`src/rtl/trigger_seq.sv`:
```
// trigger_seq: capture trigger sequencer.
//
// Combines per-channel trigger flags and an optional protocol trigger into
// a single match term (AND or OR of the participating terms). A match must
// persist for qual_len extra cycles to count as one qualified event. Once
// max(event_cnt,1) events have been seen while armed, the block enters TRIG
// and holds there until the capture engine reports completion.
//
// Ports:
//   clk              system clock, all logic on the rising edge
//   rst              synchronous active-high reset
//   ch_trig          per-channel trigger-condition-met flags
//   ch_mask          per-channel enable (1 = channel participates)
//   prot_trig        protocol trigger-met flag
//   prot_en          1 = prot_trig participates as one more term
//   mode             0 = AND of participating terms, 1 = OR
//   qual_len         extra consecutive match cycles required per event
//   event_cnt        number of events to trigger on (0 behaves as 1)
//   armed            capture armed
//   set_capture_done capture finished, releases the trigger
//   triggered        registered, high while in TRIG
//   trig_pulse       registered, one-cycle pulse on TRIG entry
//   waiting          registered, high while in ARM
//   events_seen      qualified events counted in the current arm
module trigger_seq #(
    parameter int NUM_CH = 5,
    parameter int QUAL_W = 8,
    parameter int CNT_W  = 8
) (
    input  logic              clk,
    input  logic              rst,
    input  logic [NUM_CH-1:0] ch_trig,
    input  logic [NUM_CH-1:0] ch_mask,
    input  logic              prot_trig,
    input  logic              prot_en,
    input  logic              mode,
    input  logic [QUAL_W-1:0] qual_len,
    input  logic [CNT_W-1:0]  event_cnt,
    input  logic              armed,
    input  logic              set_capture_done,
    output logic              triggered,
    output logic              trig_pulse,
    output logic              waiting,
    output logic [CNT_W-1:0]  events_seen
);

    typedef enum logic [1:0] {
        IDLE = 2'd0,
        ARM  = 2'd1,
        TRIG = 2'd2
    } state_t;

    localparam logic [QUAL_W-1:0] RUN_ONE = {{(QUAL_W-1){1'b0}}, 1'b1};
    localparam logic [CNT_W-1:0]  CNT_ONE = {{(CNT_W-1){1'b0}}, 1'b1};

    state_t              state_r, state_nx_s;

    // Configuration captured on arming; evaluation never looks at live config.
    logic [NUM_CH-1:0]   mask_r, mask_nx_s;
    logic                prot_en_r, prot_en_nx_s;
    logic                mode_r, mode_nx_s;
    logic [QUAL_W-1:0]   qual_len_r, qual_len_nx_s;
    logic [CNT_W-1:0]    event_cnt_r, event_cnt_nx_s;

    logic [QUAL_W-1:0]   run_r, run_nx_s;
    // Set once the current match assertion has produced its event.
    logic                fired_r, fired_nx_s;
    logic [CNT_W-1:0]    events_seen_r, events_seen_nx_s;

    logic                triggered_r, triggered_nx_s;
    logic                trig_pulse_r, trig_pulse_nx_s;
    logic                waiting_r, waiting_nx_s;

    logic                any_term_s;
    logic                and_term_s;
    logic                or_term_s;
    logic                match_s;
    logic                event_s;
    logic                final_s;
    logic [CNT_W-1:0]    target_s;

    // Combine participating terms; unmasked channels read as "true" for AND
    // and as "false" for OR so they drop out of either reduction.
    always_comb begin
        any_term_s = (|mask_r) | prot_en_r;
        and_term_s = (&(ch_trig | ~mask_r)) & (prot_trig | ~prot_en_r);
        or_term_s  = (|(ch_trig & mask_r)) | (prot_trig & prot_en_r);
        if ((state_r == ARM) && any_term_s) begin
            match_s = mode_r ? or_term_s : and_term_s;
        end else begin
            match_s = 1'b0;
        end
    end

    // Event detection and trigger target (event_cnt of zero means one event).
    always_comb begin
        if (event_cnt_r == {CNT_W{1'b0}}) begin
            target_s = CNT_ONE;
        end else begin
            target_s = event_cnt_r;
        end
        event_s = match_s && (run_r == qual_len_r) && !fired_r;
        final_s = event_s && (events_seen_r == (target_s - CNT_ONE));
    end

    // Next-state and next-register logic for the sequencer.
    always_comb begin
        state_nx_s       = state_r;
        mask_nx_s        = mask_r;
        prot_en_nx_s     = prot_en_r;
        mode_nx_s        = mode_r;
        qual_len_nx_s    = qual_len_r;
        event_cnt_nx_s   = event_cnt_r;
        run_nx_s         = run_r;
        fired_nx_s       = fired_r;
        events_seen_nx_s = events_seen_r;

        case (state_r)
            IDLE: begin
                if (armed) begin
                    state_nx_s       = ARM;
                    mask_nx_s        = ch_mask;
                    prot_en_nx_s     = prot_en;
                    mode_nx_s        = mode;
                    qual_len_nx_s    = qual_len;
                    event_cnt_nx_s   = event_cnt;
                    run_nx_s         = {QUAL_W{1'b0}};
                    fired_nx_s       = 1'b0;
                    events_seen_nx_s = {CNT_W{1'b0}};
                end else begin
                    state_nx_s = IDLE;
                end
            end
            ARM: begin
                if (!armed) begin
                    // Disarm wins over a coincident final event.
                    state_nx_s       = IDLE;
                    run_nx_s         = {QUAL_W{1'b0}};
                    fired_nx_s       = 1'b0;
                    events_seen_nx_s = {CNT_W{1'b0}};
                end else begin
                    if (match_s) begin
                        if (run_r != qual_len_r) begin
                            run_nx_s = run_r + RUN_ONE;
                        end else begin
                            run_nx_s = run_r;
                        end
                        fired_nx_s = fired_r | event_s;
                    end else begin
                        run_nx_s   = {QUAL_W{1'b0}};
                        fired_nx_s = 1'b0;
                    end
                    if (event_s) begin
                        events_seen_nx_s = events_seen_r + CNT_ONE;
                    end else begin
                        events_seen_nx_s = events_seen_r;
                    end
                    if (final_s) begin
                        state_nx_s = TRIG;
                    end else begin
                        state_nx_s = ARM;
                    end
                end
            end
            TRIG: begin
                if (set_capture_done) begin
                    state_nx_s       = IDLE;
                    run_nx_s         = {QUAL_W{1'b0}};
                    fired_nx_s       = 1'b0;
                    events_seen_nx_s = {CNT_W{1'b0}};
                end else begin
                    state_nx_s = TRIG;
                end
            end
            default: begin
                state_nx_s       = IDLE;
                run_nx_s         = {QUAL_W{1'b0}};
                fired_nx_s       = 1'b0;
                events_seen_nx_s = {CNT_W{1'b0}};
            end
        endcase

        triggered_nx_s  = (state_nx_s == TRIG);
        waiting_nx_s    = (state_nx_s == ARM);
        trig_pulse_nx_s = (state_nx_s == TRIG) && (state_r != TRIG);
    end

    // State register.
    always_ff @(posedge clk) begin
        if (rst) begin
            state_r <= IDLE;
        end else begin
            state_r <= state_nx_s;
        end
    end

    // Shadow config, qualification counters and registered outputs.
    always_ff @(posedge clk) begin
        if (rst) begin
            mask_r        <= {NUM_CH{1'b0}};
            prot_en_r     <= 1'b0;
            mode_r        <= 1'b0;
            qual_len_r    <= {QUAL_W{1'b0}};
            event_cnt_r   <= {CNT_W{1'b0}};
            run_r         <= {QUAL_W{1'b0}};
            fired_r       <= 1'b0;
            events_seen_r <= {CNT_W{1'b0}};
            triggered_r   <= 1'b0;
            trig_pulse_r  <= 1'b0;
            waiting_r     <= 1'b0;
        end else begin
            mask_r        <= mask_nx_s;
            prot_en_r     <= prot_en_nx_s;
            mode_r        <= mode_nx_s;
            qual_len_r    <= qual_len_nx_s;
            event_cnt_r   <= event_cnt_nx_s;
            run_r         <= run_nx_s;
            fired_r       <= fired_nx_s;
            events_seen_r <= events_seen_nx_s;
            triggered_r   <= triggered_nx_s;
            trig_pulse_r  <= trig_pulse_nx_s;
            waiting_r     <= waiting_nx_s;
        end
    end

    assign triggered   = triggered_r;
    assign trig_pulse  = trig_pulse_r;
    assign waiting     = waiting_r;
    assign events_seen = events_seen_r;

endmodule

```
`config.mk`:
```
export PLATFORM = sky130hd
export DESIGN_NAME = trigger_seq
export DESIGN_NICKNAME = d
export VERILOG_FILES = /design/src/rtl/trigger_seq.sv
export SDC_FILE = /design/constraint.sdc
export NUM_CORES = 1
export LEC_CHECK = 0
export ABC_AREA = 1
export BUFFER_PORTS_ARGS = -buffer_cell sky130_fd_sc_hd__buf_4
export CAP_MARGIN = 20
export CORE_MARGIN = 2
export CORE_UTILIZATION = 30
export CTS_CLUSTER_DIAMETER = 30
export CTS_CLUSTER_SIZE = 14
export DETAILED_ROUTE_END_ITERATION = 7
export PLACE_DENSITY = 0.58
export SYNTH_ARGS = -nofsm -noshare
export SYNTH_HDL_FRONTEND = slang
export SYNTH_SLANG_ARGS = --single-unit
```
`constraint.sdc`:
```
create_clock -name clk -period 2.6 [get_ports clk]
set_clock_uncertainty 0.05 [all_clocks]
set_input_delay 0.39 -clock clk [delete_from_list [all_inputs] [get_ports clk]]
set_output_delay 0.39 -clock clk [all_outputs]
set_load 0.03 [all_outputs]
```
==> results.json, run 1 <==
{
  "ir_worst_vdd_mv": 0.2089,
  "worstPathArrival_ns": 2.36,
  "initial_core_util_pct": 30.46,
  "vias_per_cell": 4.536,
  "dr.pass1.iters": 5,
  "fp.dieW_um": 94.65,
  "r2r_cells": 17,
  "synth_edf_count": 0,
  "grt_pass1_vias": 2380,
  "grt_overflow": 0,
  "final_max_slew_viol_count": 0,
  "syn-cell-area_um2": 2465,
  "cp_cell_sequence": "nor2_2, nand2_1, o21ai_2, inv_2, ha_1, nor2_1, nor2_1, nand2_1, nor2_1, nand3_1, nor2_1, nand2_1, nor2_2, nand3_1, nand2_1, nand2_2, nor2_2",
  "wl_um": 5672,
  "p_total_mw": 1.467,
  "dieArea_um2": 8958,
  "hold_end": "events_seen[7]",
  "syn_to_final_growth_pct": 21.47,
  "internal-power_mw": 1.022,
  "wl_per_cell_um": 10.87,
  "cts_max_path_buffers": 2,
  "postCtsHoldBufs": 0,
  "r2r_slack_ns": 0.44,
  "clock_latency_ns": 0.31,
  "yosysSeqAreaShare_pct": 36.55,
  "sequentialPowerShare_pct": 50.9,
  "tns_ns": 0,
  "io_pins": 44,
  "path_buf_inv": 1,
  "post-place-ws_ns": 0.4461,
  "fmax_mhz": 462.1,
  "cp_max_fo": 4,
  "antenna_cells": 0,
  "cp_slowest_cell": "dfxtp_1",
  "synth-async-reset-ratio_pct": 0,
  "max-cap-violations": 0,
  "r2r_end": "trig_pulse",
  "hold_violations": 0,
  "numCtsBuffers": 5,
  "ctsResizeCount": 0,
  "critical_path_class": "flop to flop",
  "synth_nets": 407,
  "std_cell_rows": 33,
  "min_path_type": "input port to flop",
  "cts_max_level": 2,
  "yosysUniqueCellTypes": 27,
  "place_hpwl_um": 4432,
  "crit_path_end_kind": "flop",
  "synth.yosys.warnings": 0,
  "grt_max_degree": 33,
  "rsz0062_at_grt": "no",
  "critPathLaunchType": "flop",
  "status": "completed",
  "die_h_um": 94.65,
  "comb_power_share_pct": 19.3,
  "cts_tree": "yes",
  "path_depth": 17,
  "drt-initial-drc-count": 77,
  "cts_sinks": 45,
  "p_sw_mw": 0.4444,
  "postCtsSetupBuffers": 0,
  "root_buffer": "clkbuf_8",
  "ys.flop_type": "dfxtp_1",
  "place_congestion": 0.8601,
  "final_antenna_net_count": 0,
  "max_stage_delay_ns": 0.34,
  "track_usage_pct": 14.10,
  "fin_nets": 452,
  "startpoint": "event_cnt_r[2]",
  "cellLeakagePower_nw": 1.393,
  "coreArea_um2": 8093,
  "final.min_clock_period_ns": 2.164,
  "timing.final.crit_share_pct": 83.24,
  "grt_pass1_wl_um": 10160,
  "drive_gt1_share_pct": 19.18,
  "avgSynthCellArea_um2": 6.644,
  "holdPathStages": 2,
  "r2r-start": "event_cnt_r[2]",
  "syn-instance-count": 371,
  "stdcell_area_um2": 2994,
  "switching_share_pct": 30.30,
  "port_buffers": 43,
  "p_per_area_nw_per_um2": 489.8,
  "setup_viol": 0,
  "place_area_um2": 2908,
  "path_clk_slew_ns": 0.09,
  "ys_ff_latch": 45,
  "finalWorstSetupSlack_ns": 0.4358,
  "power_frac_clock_pct": 29.8,
  "worstPathRequired_ns": 2.80,
  "tightest_slew_ns": 0.4692,
  "num_vias": 2368,
  "antenna_found_initial": 0,
  "fin_util_pct": 37.00,
  "crit_family": "simple AND/OR/NAND/NOR gates",
  "drc_errors": 0,
  "relSlewSlack_pct": 68.69,
  "hp-start": "rst"
}
## placed cells by master, fill, tap and decap left out
cell type / instances
nand2_1: 80
nor2_1: 61
dfxtp_1: 45
buf_4: 45
inv_1: 43
o21ai_0: 25
a21oi_1: 24
nand3_1: 22
xor2_1: 10
xnor2_1: 9
inv_2: 8
nand4_1: 7
nand2_2: 6
nor2_2: 5
clkbuf_8: 5
nor3_1: 3
ha_1: 3
nor2_4: 2
nand2_4: 2
o21ai_1: 2
clkinv_2: 2
o21ai_2: 1
nor2_8: 1
a21oi_4: 1
and3_1: 1
nor3_2: 1
a31oi_1: 1
o21a_1: 1
clkinvlp_4: 1
## power by group through the flow
stage          combinational [mW]  clock [mW]  sequential (mW)
5_1_grt                     0.329       0.471            0.752
3_3_place_gp                0.283           0            0.762
4_1_cts                     0.288       0.454            0.747
6_report                    0.283       0.437            0.746
3_5_place_dp                0.286           0            0.763
2_1_floorplan               0.199           0            0.761
## sequential cells by signal, summed over array words and instances (netlist names)
register	count
event_cnt_r	8
events_seen	8
fired_r	1
mask_r	5
mode_r	1
prot_en_r	1
qual_len_r	8
run_r	8
state_r	2
trig_pulse	1
triggered	1
waiting	1
## layout make-up
cell class	instances	area, um2
tap	105	131.4
inverter	51	191.4
clock buffer	5	68.82
clock inverter	3	17.52
sequential	45	900.9
timing repair buffer	45	337.8
fill	917	5099
multi-input combinational	268	1346
## synthesized netlist by cell type (2+ instances only)
master    number  share of area (%)
ha_1           3                1.5
o21ai_0       25                5.1
nor3_1         3               0.61
clkbuf_1       5               0.76
xnor2_1        9                3.2
xor2_1        10                3.6
nor2_4         2               0.91
nor2_2         5                1.3
nand2_2        6                1.5
a21oi_1       24                4.9
inv_2          8                1.2
nand4_1        7                1.8
nand2_4        2               0.91
nor2_1        61                9.3
buf_1          2               0.30
dfxtp_1       45                 37
inv_1         43                6.5
nand2_1       80                 12
nand3_1       22                4.5
o21ai_1        2               0.41
## kinds of logic (layout without fill, tap and decap cells)
group / count (synthesis) / after routing / share of synthesized area (%)
flops: 45 / 45 / 36.55
buf+inv: 58 / 104 / 8.833
compound gates: 55 / 55 / 11.93
fa+ha+maj: 3 / 3 / 1.523
simple gates: 191 / 191 / 34.42
xor+xnor: 19 / 19 / 6.751
## per-stage QoR
step                      std cells  hold WS (ns)
final                           522        0.2769
after floorplan                 371        0.4001
after CTS                       522        0.2699
after global routing            522        0.2826
after detailed placement        514        0.4194
after global placement          514        0.4196
## worst max path at each step
stage,end,slack [ns]
CTS,trig_pulse,0.42
floorplan,trig_pulse,0.61
detailed placement,trig_pulse,0.45
global route,trig_pulse,0.07
finish,trig_pulse,0.44
global placement,trig_pulse,0.51
## layer usage
layer | vias to the layer above | share of wire [%] | wire length [um] | track usage [%]
met5 | - | 0 | 0 | 0
met4 | 0 | 1.9 | 108 | 4.952
met3 | 11 | 3.7 | 209 | 2.713
met2 | 48 | 50 | 2815 | 25.47
met1 | 1055 | 45 | 2539 | 16.50
li1 | 1254 | - | - | -
## worst register-to-register path, cell delays in order (launching register included)
cell,delay (ns)
dfxtp_1,0.34
nor2_2,0.17
nand2_1,0.10
o21ai_2,0.17
inv_2,0.05
ha_1,0.29
nor2_1,0.04
nor2_1,0.09
nand2_1,0.06
nor2_1,0.10
nand3_1,0.07
nor2_1,0.10
nand2_1,0.06
nor2_2,0.13
nand3_1,0.08
nand2_1,0.08
nand2_2,0.07
nor2_2,0.07
Note: power is estimated with default switching activity, not from simulation.
==> inputs of run 2 (changes only) <==
--- a/config.mk
+++ b/config.mk
@@ -5,7 +5,7 @@
 export SDC_FILE = /design/constraint.sdc
 export NUM_CORES = 1
 export LEC_CHECK = 0
-export ABC_AREA = 1
+export ABC_AREA = 0
 export BUFFER_PORTS_ARGS = -buffer_cell sky130_fd_sc_hd__buf_4
 export CAP_MARGIN = 20
 export CORE_MARGIN = 2
@@ -13,7 +13,7 @@
 export CTS_CLUSTER_DIAMETER = 30
 export CTS_CLUSTER_SIZE = 14
 export DETAILED_ROUTE_END_ITERATION = 7
-export PLACE_DENSITY = 0.58
+export PLACE_DENSITY = 0.59
 export SYNTH_ARGS = -nofsm -noshare
 export SYNTH_HDL_FRONTEND = slang
 export SYNTH_SLANG_ARGS = --single-unit
==> constraint.sdc (replaced) <==
create_clock -name clk -period 2.07 [get_ports clk]
set_clock_uncertainty 0.05 [all_clocks]
set_input_delay 0.3105 -clock clk [delete_from_list [all_inputs] [get_ports clk]]
set_output_delay 0.3105 -clock clk [all_outputs]
set_load 0.03 [all_outputs]
==> run 2 against run 1 <==
  * The run now ends with negative setup slack left
  * Total power increased by 32%
  * Clock power up 30%
  * Flip-flop and latch count is the same
  * Maximum frequency fell by 2.6%
  * Core utilization increased by 7.9 points
==> results.json, run 2 <==
{
  "status": "finished with violations",
  "violations": "negative setup slack",
  "post-place-ws_ns": -0.1922,
  "drc_errors": 0,
  "ys_top_cells_by_area": "dfxtp_1 (41%), nand2_1 (9.5%), a21oi_1 (7.4%)",
  "hold_violations": 0,
  "synthTopCellsByCount": "nand2_1 (56), dfxtp_1 (45), a21oi_1 (33), xor2_1 (16), nor2_1 (14)",
  "port_buffers": 43,
  "syn-instance-count": 274,
  "syn-cell-area_um2": 2223,
  "p_per_area_nw_per_um2": 595.9,
  "vias_per_cell": 4.778,
  "clock_latency_ns": 0.31,
  "cellLeakagePower_nw": 1.302,
  "final_max_slew_viol_count": 0,
  "antenna_found_initial": 0,
  "drt-initial-drc-count": 100,
  "finalWorstSetupSlack_ns": -0.1521,
  "crit_path_end_kind": "flop",
  "fin_nets": 395,
  "relSlewSlack_pct": 65.09,
  "cts_sinks": 45,
  "rsz0062_at_grt": "yes",
  "track_usage_pct": 13.85,
  "fill_cells": 747,
  "synth.yosys.warnings": 0,
  "place_congestion": 0.8596,
  "gr-usage-met3_pct": 3.772,
  "worstPathRequired_ns": 2.22,
  "antenna_cells": 0,
  "synth_edf_count": 0,
  "yosysUniqueCellTypes": 45,
  "path_clk_slew_ns": 0.10,
  "wl_per_cell_um": 12.68,
  "num_vias": 2193,
  "yosysTopAreaCellShare_pct": 40.52,
  "wl_um": 5822,
  "grt_use_met2_pct": 23.12,
  "fmax_mhz": 450.0,
  "max-cap-violations": 0,
  "cts_max_level": 2,
  "cts_tree": "yes",
  "numCtsBuffers": 5,
  "coreArea_um2": 7214,
  "die_h_um": 90.09,
  "postCtsHoldBufs": 0,
  "root_buffer": "clkbuf_8",
  "drive_gt1_share_pct": 37.50,
  "ir_worst_vdd_mv": 0.3068,
  "dieArea_um2": 8116,
  "worstPathArrival_ns": 2.38,
  "ys_ff_latch": 45,
  "synth-async-reset-ratio_pct": 0,
  "final_common_cell": "buf_4",
  "setup_viol": 9,
  "ys.flop_type": "dfxtp_1",
  "critPathLaunchType": "flop",
  "yosysSeqAreaShare_pct": 40.52,
  "fp.dieW_um": 90.09,
  "grtUsageMet1_pct": 17.69,
  "std_cell_rows": 31,
  "final_antenna_net_count": 0,
  "dr.pass1.iters": 4,
  "netlist.top_cell.by_area": "dfxtp_1",
  "final_cell_mix": "buf_4 (84), nand2_1 (55), dfxtp_1 (36)",
  "tightest_slew_ns": 0.5217,
  "dp.cells": 443,
  "critical_path_class": "flop to flop",
  "synth_nets": 310,
  "grt_overflow": 0,
  "grt_pass1_vias": 2069,
  "final.min_clock_period_ns": 2.222,
  "grt_busiest_layer": "met2",
  "place_hpwl_um": 4168,
  "grt_max_degree": 32,
  "syn_to_final_growth_pct": 45.58,
  "io_pins": 44,
  "avgSynthCellArea_um2": 8.115,
  "cp_max_fo": 4,
  "initial_core_util_pct": 30.82,
  "synth.most_common_cell": "nand2_1",
  "fin_cells": 459,
  "min_path_type": "input port to flop",
  "cts_max_path_buffers": 2,
  "timing.final.crit_share_pct": 107.3,
  "grt_pass1_wl_um": 9218
}
-- run 2: changes by cell type after synthesis, sizes merged, moves of 7 or more --
| cell | delta |
|---|---|
| nand2 | -32 |
| nand2b | +7 |
| nand3 | -16 |
| inv | -47 |
| a21oi | +8 |
| o21ai | -15 |
| nor2 | -55 |
-- run 2: worst max-delay path, cell delays in order, from the launching register on --
cell      delay (ns)
dfxtp_2         0.35
nor3_4          0.24
a31oi_4         0.13
ha_4            0.18
buf_6           0.11
xnor2_2         0.13
xnor2_1         0.13
nor4bb_1        0.24
and3_1          0.21
nand4_1         0.15
nor3b_2         0.19
-- run 2: area by class of cell --
cell class | count | area (um2) | area share, %
Sequential cell | 45 | 912.1 | 28.18
Tap cell | 99 | 123.9 | 3.827
Clock buffer | 5 | 68.82 | 2.126
Timing Repair Buffer | 87 | 664.4 | 20.53
Clock inverter | 3 | 21.27 | 0.6571
Multi-Input combinational cell | 216 | 1431 | 44.22
Inverter | 4 | 15.01 | 0.4639
-- run 2: kinds of logic after synthesis --
logic type	synth area share, %
AND/OR/NAND/NOR	29.32
AO/OA/AOI/OAI	16.94
flip-flops	40.52
XOR/XNOR	8.666
buffers and inverters	2.419
adder cells (fa/ha/maj)	1.688
multiplexers	0.4502
-- run 2: power breakdown --
part	internal (mW)	total, mW	leakage, nW	switching, mW
clock network	0.240	0.566	0.0445	0.326
registers	0.896	0.921	0.370	0.0251
logic	0.240	0.441	0.887	0.201
-- run 2: final timing paths --
path	from	to	depth (start not counted)	slack, ns
worst max-delay path	event_cnt_r[7]	state_r[0]	10	-0.15
worst min-delay path	ch_mask[0]	mask_r[0]	3	0.18
worst max register to register	event_cnt_r[7]	state_r[0]	10	-0.15
worst min register to register	qual_len_r[2]	qual_len_r[2]	2	0.42
-- run 2: per-stage QoR --
step                      utilization [%]  area (um2)  hold WS (ns)  setup TNS, ns  power [mW]
after detailed placement            40.74        2939        0.4154         -1.347       1.300
after global placement              40.74        2939        0.4106        -0.9860       1.295
after CTS                           43.03        3104        0.1868        -0.7067       1.887
after global routing                44.87        3237        0.1805         -2.958       2.024
after floorplan                         -        2260        0.3889        -0.2419       1.128
final                               44.87        3237        0.1847        -0.8522       1.929
-- run 2: layer usage --
metal	vias up	share of wire, %
met5	-	0
met2	38	48
li1	1132	-
met3	10	4.1
met4	0	1.8
met1	1013	46
-- run 2: timing repair --
item,in CTS,in global routing
pin swaps,11,16
gates cloned,1,0
resized for setup,11,29
buffers inserted,3,5
endpoints found under the setup margin,18,20
==> inputs of run 3 (changes only) <==
--- a/config.mk
+++ b/config.mk
@@ -13,6 +13,7 @@
 export CTS_CLUSTER_DIAMETER = 30
 export CTS_CLUSTER_SIZE = 14
 export DETAILED_ROUTE_END_ITERATION = 7
+export GPL_TIMING_DRIVEN = 0
 export PLACE_DENSITY = 0.59
 export SYNTH_ARGS = -nofsm -noshare
 export SYNTH_HDL_FRONTEND = slang
==> run 3 against run 2 <==
  * The flow still finishes with violations (negative setup slack)
  * Flip-flop and latch count unchanged
  * Combinational power is 17% lower
  * Via count fell by 3.8%
  * Highest routed layer unchanged
==> results.json, run 3 (synthesis gave the netlist of run 2 again) <==
{
  "status": "finished with violations",
  "violations": "negative setup slack",
  "internal-power_mw": 1.350,
  "clock_latency_ns": 0.30,
  "initial_core_util_pct": 30.82,
  "worstPathRequired_ns": 2.19,
  "cellLeakagePower_nw": 1.158,
  "cp_slowest_cell": "dfxtp_4",
  "fin_nets": 373,
  "post-place-ws_ns": -0.4868,
  "critPathLaunchType": "flop",
  "place_congestion": 0.8462,
  "p_per_area_nw_per_um2": 610.1,
  "wl_per_cell_um": 12.94,
  "cts_max_level": 2,
  "drc_errors": 0,
  "grt_pass1_vias": 2041,
  "io_pins": 44,
  "std_cell_rows": 31,
  "crit_family": "simple AND/OR/NAND/NOR gates",
  "hold_violations": 0,
  "switching_share_pct": 26.96,
  "vias_per_cell": 4.839,
  "max-cap-violations": 0,
  "num_vias": 2110,
  "dr.pass1.iters": 4,
  "place_hpwl_um": 4027,
  "fill_cells": 769,
  "finalWorstSetupSlack_ns": -0.2086,
  "final_common_cell": "nand2_1",
  "place_area_um2": 2706,
  "antenna_cells": 0,
  "power_frac_clock_pct": 29.9,
  "cts_max_path_buffers": 2,
  "syn_to_final_growth_pct": 36.24,
  "dieArea_um2": 8116,
  "track_usage_pct": 14.55,
  "wl_um": 5641,
  "comb_power_share_pct": 19.8,
  "p_total_mw": 1.848,
  "root_buffer": "clkbuf_8",
  "antenna_found_initial": 0,
  "drt-initial-drc-count": 112,
  "min_path_type": "input port to flop",
  "critical_path_class": "flop to flop",
  "final.min_clock_period_ns": 2.279,
  "path_buf_inv": 0,
  "path_clk_slew_ns": 0.08,
  "grt_overflow": 0,
  "dp.cells": 416,
  "stdcell_area_um2": 3029,
  "port_buffers": 43,
  "worstPathArrival_ns": 2.40,
  "numCtsBuffers": 5,
  "coreArea_um2": 7214,
  "tightest_slew_ns": 0.5665,
  "grt_max_degree": 13,
  "relSlewSlack_pct": 61.92,
  "cp_cell_sequence": "nor3_4, a31oi_4, ha_4, xor2_1, o211ai_1, nor4bb_1, and3_1, nand4_1, nor3b_2",
  "fp.dieW_um": 90.09,
  "final_cell_mix": "nand2_1 (56), buf_4 (55), dfxtp_1 (37)",
  "setup_viol": 10,
  "crit_path_end_kind": "flop",
  "postCtsHoldBufs": 0,
  "timing.final.crit_share_pct": 110.1,
  "drive_gt1_share_pct": 29.08,
  "p_sw_mw": 0.4981,
  "grt_pass1_wl_um": 9535,
  "tns_ns": -1.610,
  "cts_tree": "yes",
  "final_antenna_net_count": 0,
  "ir_worst_vdd_mv": 0.2846,
  "fin_cells": 436,
  "cts_sinks": 45,
  "die_h_um": 90.09,
  "cp_max_fo": 5,
  "rsz0062_at_grt": "yes",
  "fmax_mhz": 438.9,
  "sequentialPowerShare_pct": 50.2,
  "final_max_slew_viol_count": 0,
  "max_stage_delay_ns": 0.37
}
## run 3: worst reg2reg max path: cells and delay by family, from the launching register on
| kind | cells | cell delay [ns] |
|---|---|---|
| flip-flops | 1 | 0.37 |
| XOR/XNOR | 1 | 0.15 |
| AO/OA/AOI/OAI | 2 | 0.23 |
| adder cells (fa/ha/maj) | 1 | 0.28 |
| AND/OR/NAND/NOR | 5 | 1.07 |
## run 3: per-layer routing
metal	part of all wire [%]	track usage (%)	up-vias
met5	0	0	-
met4	1.5	4.359	0
met3	3.5	3.940	8
met2	49	24.87	34
met1	46	17.89	982
li1	-	-	1086
## run 3: path summary, 6_finish.rpt
check | from | endpoint | slack, ns | cells past startpoint
max | event_cnt_r[6] | waiting | -0.21 | 9
max reg2reg | event_cnt_r[6] | waiting | -0.21 | 9
min | ch_mask[1] | mask_r[1] | 0.20 | 3
min reg2reg | qual_len_r[0] | qual_len_r[0] | 0.42 | 2
## run 3: final cells by class
| type | instances | area [um2] | area share, % |
|---|---|---|---|
| multi-input combinational | 215 | 1419 | 46.84 |
| sequential | 45 | 915.9 | 30.24 |
| timing repair buffer | 56 | 424.2 | 14.00 |
| tap | 99 | 123.9 | 4.089 |
| clock buffer | 7 | 86.33 | 2.850 |
| buffer | 10 | 45.04 | 1.487 |
| inverter | 4 | 15.01 | 0.4957 |
## run 3: metrics by stage
stage               hold slack [ns]  util, %
CTS                          0.1878    41.02
global route                 0.1800    41.99
global placement             0.4118    37.51
detailed placement           0.4145    37.51
finish                       0.1986    41.99
floorplan                    0.3889        -
## run 3: what timing repair did
action,CTS,global route
setup buffers,8,4
endpoints found under the setup margin,13,20
resized for setup,23,9
pin swaps,11,3
cloned,1,0
## run 3: power by group through the flow
stage / clock [mW] / sequential, mW / combinational [mW]
floorplan: 0 / 0.941 / 0.187
global placement: 0 / 0.947 / 0.281
detailed placement: 0 / 0.948 / 0.285
CTS: 0.575 / 0.929 / 0.348
global route: 0.625 / 0.933 / 0.405
finish: 0.553 / 0.928 / 0.367
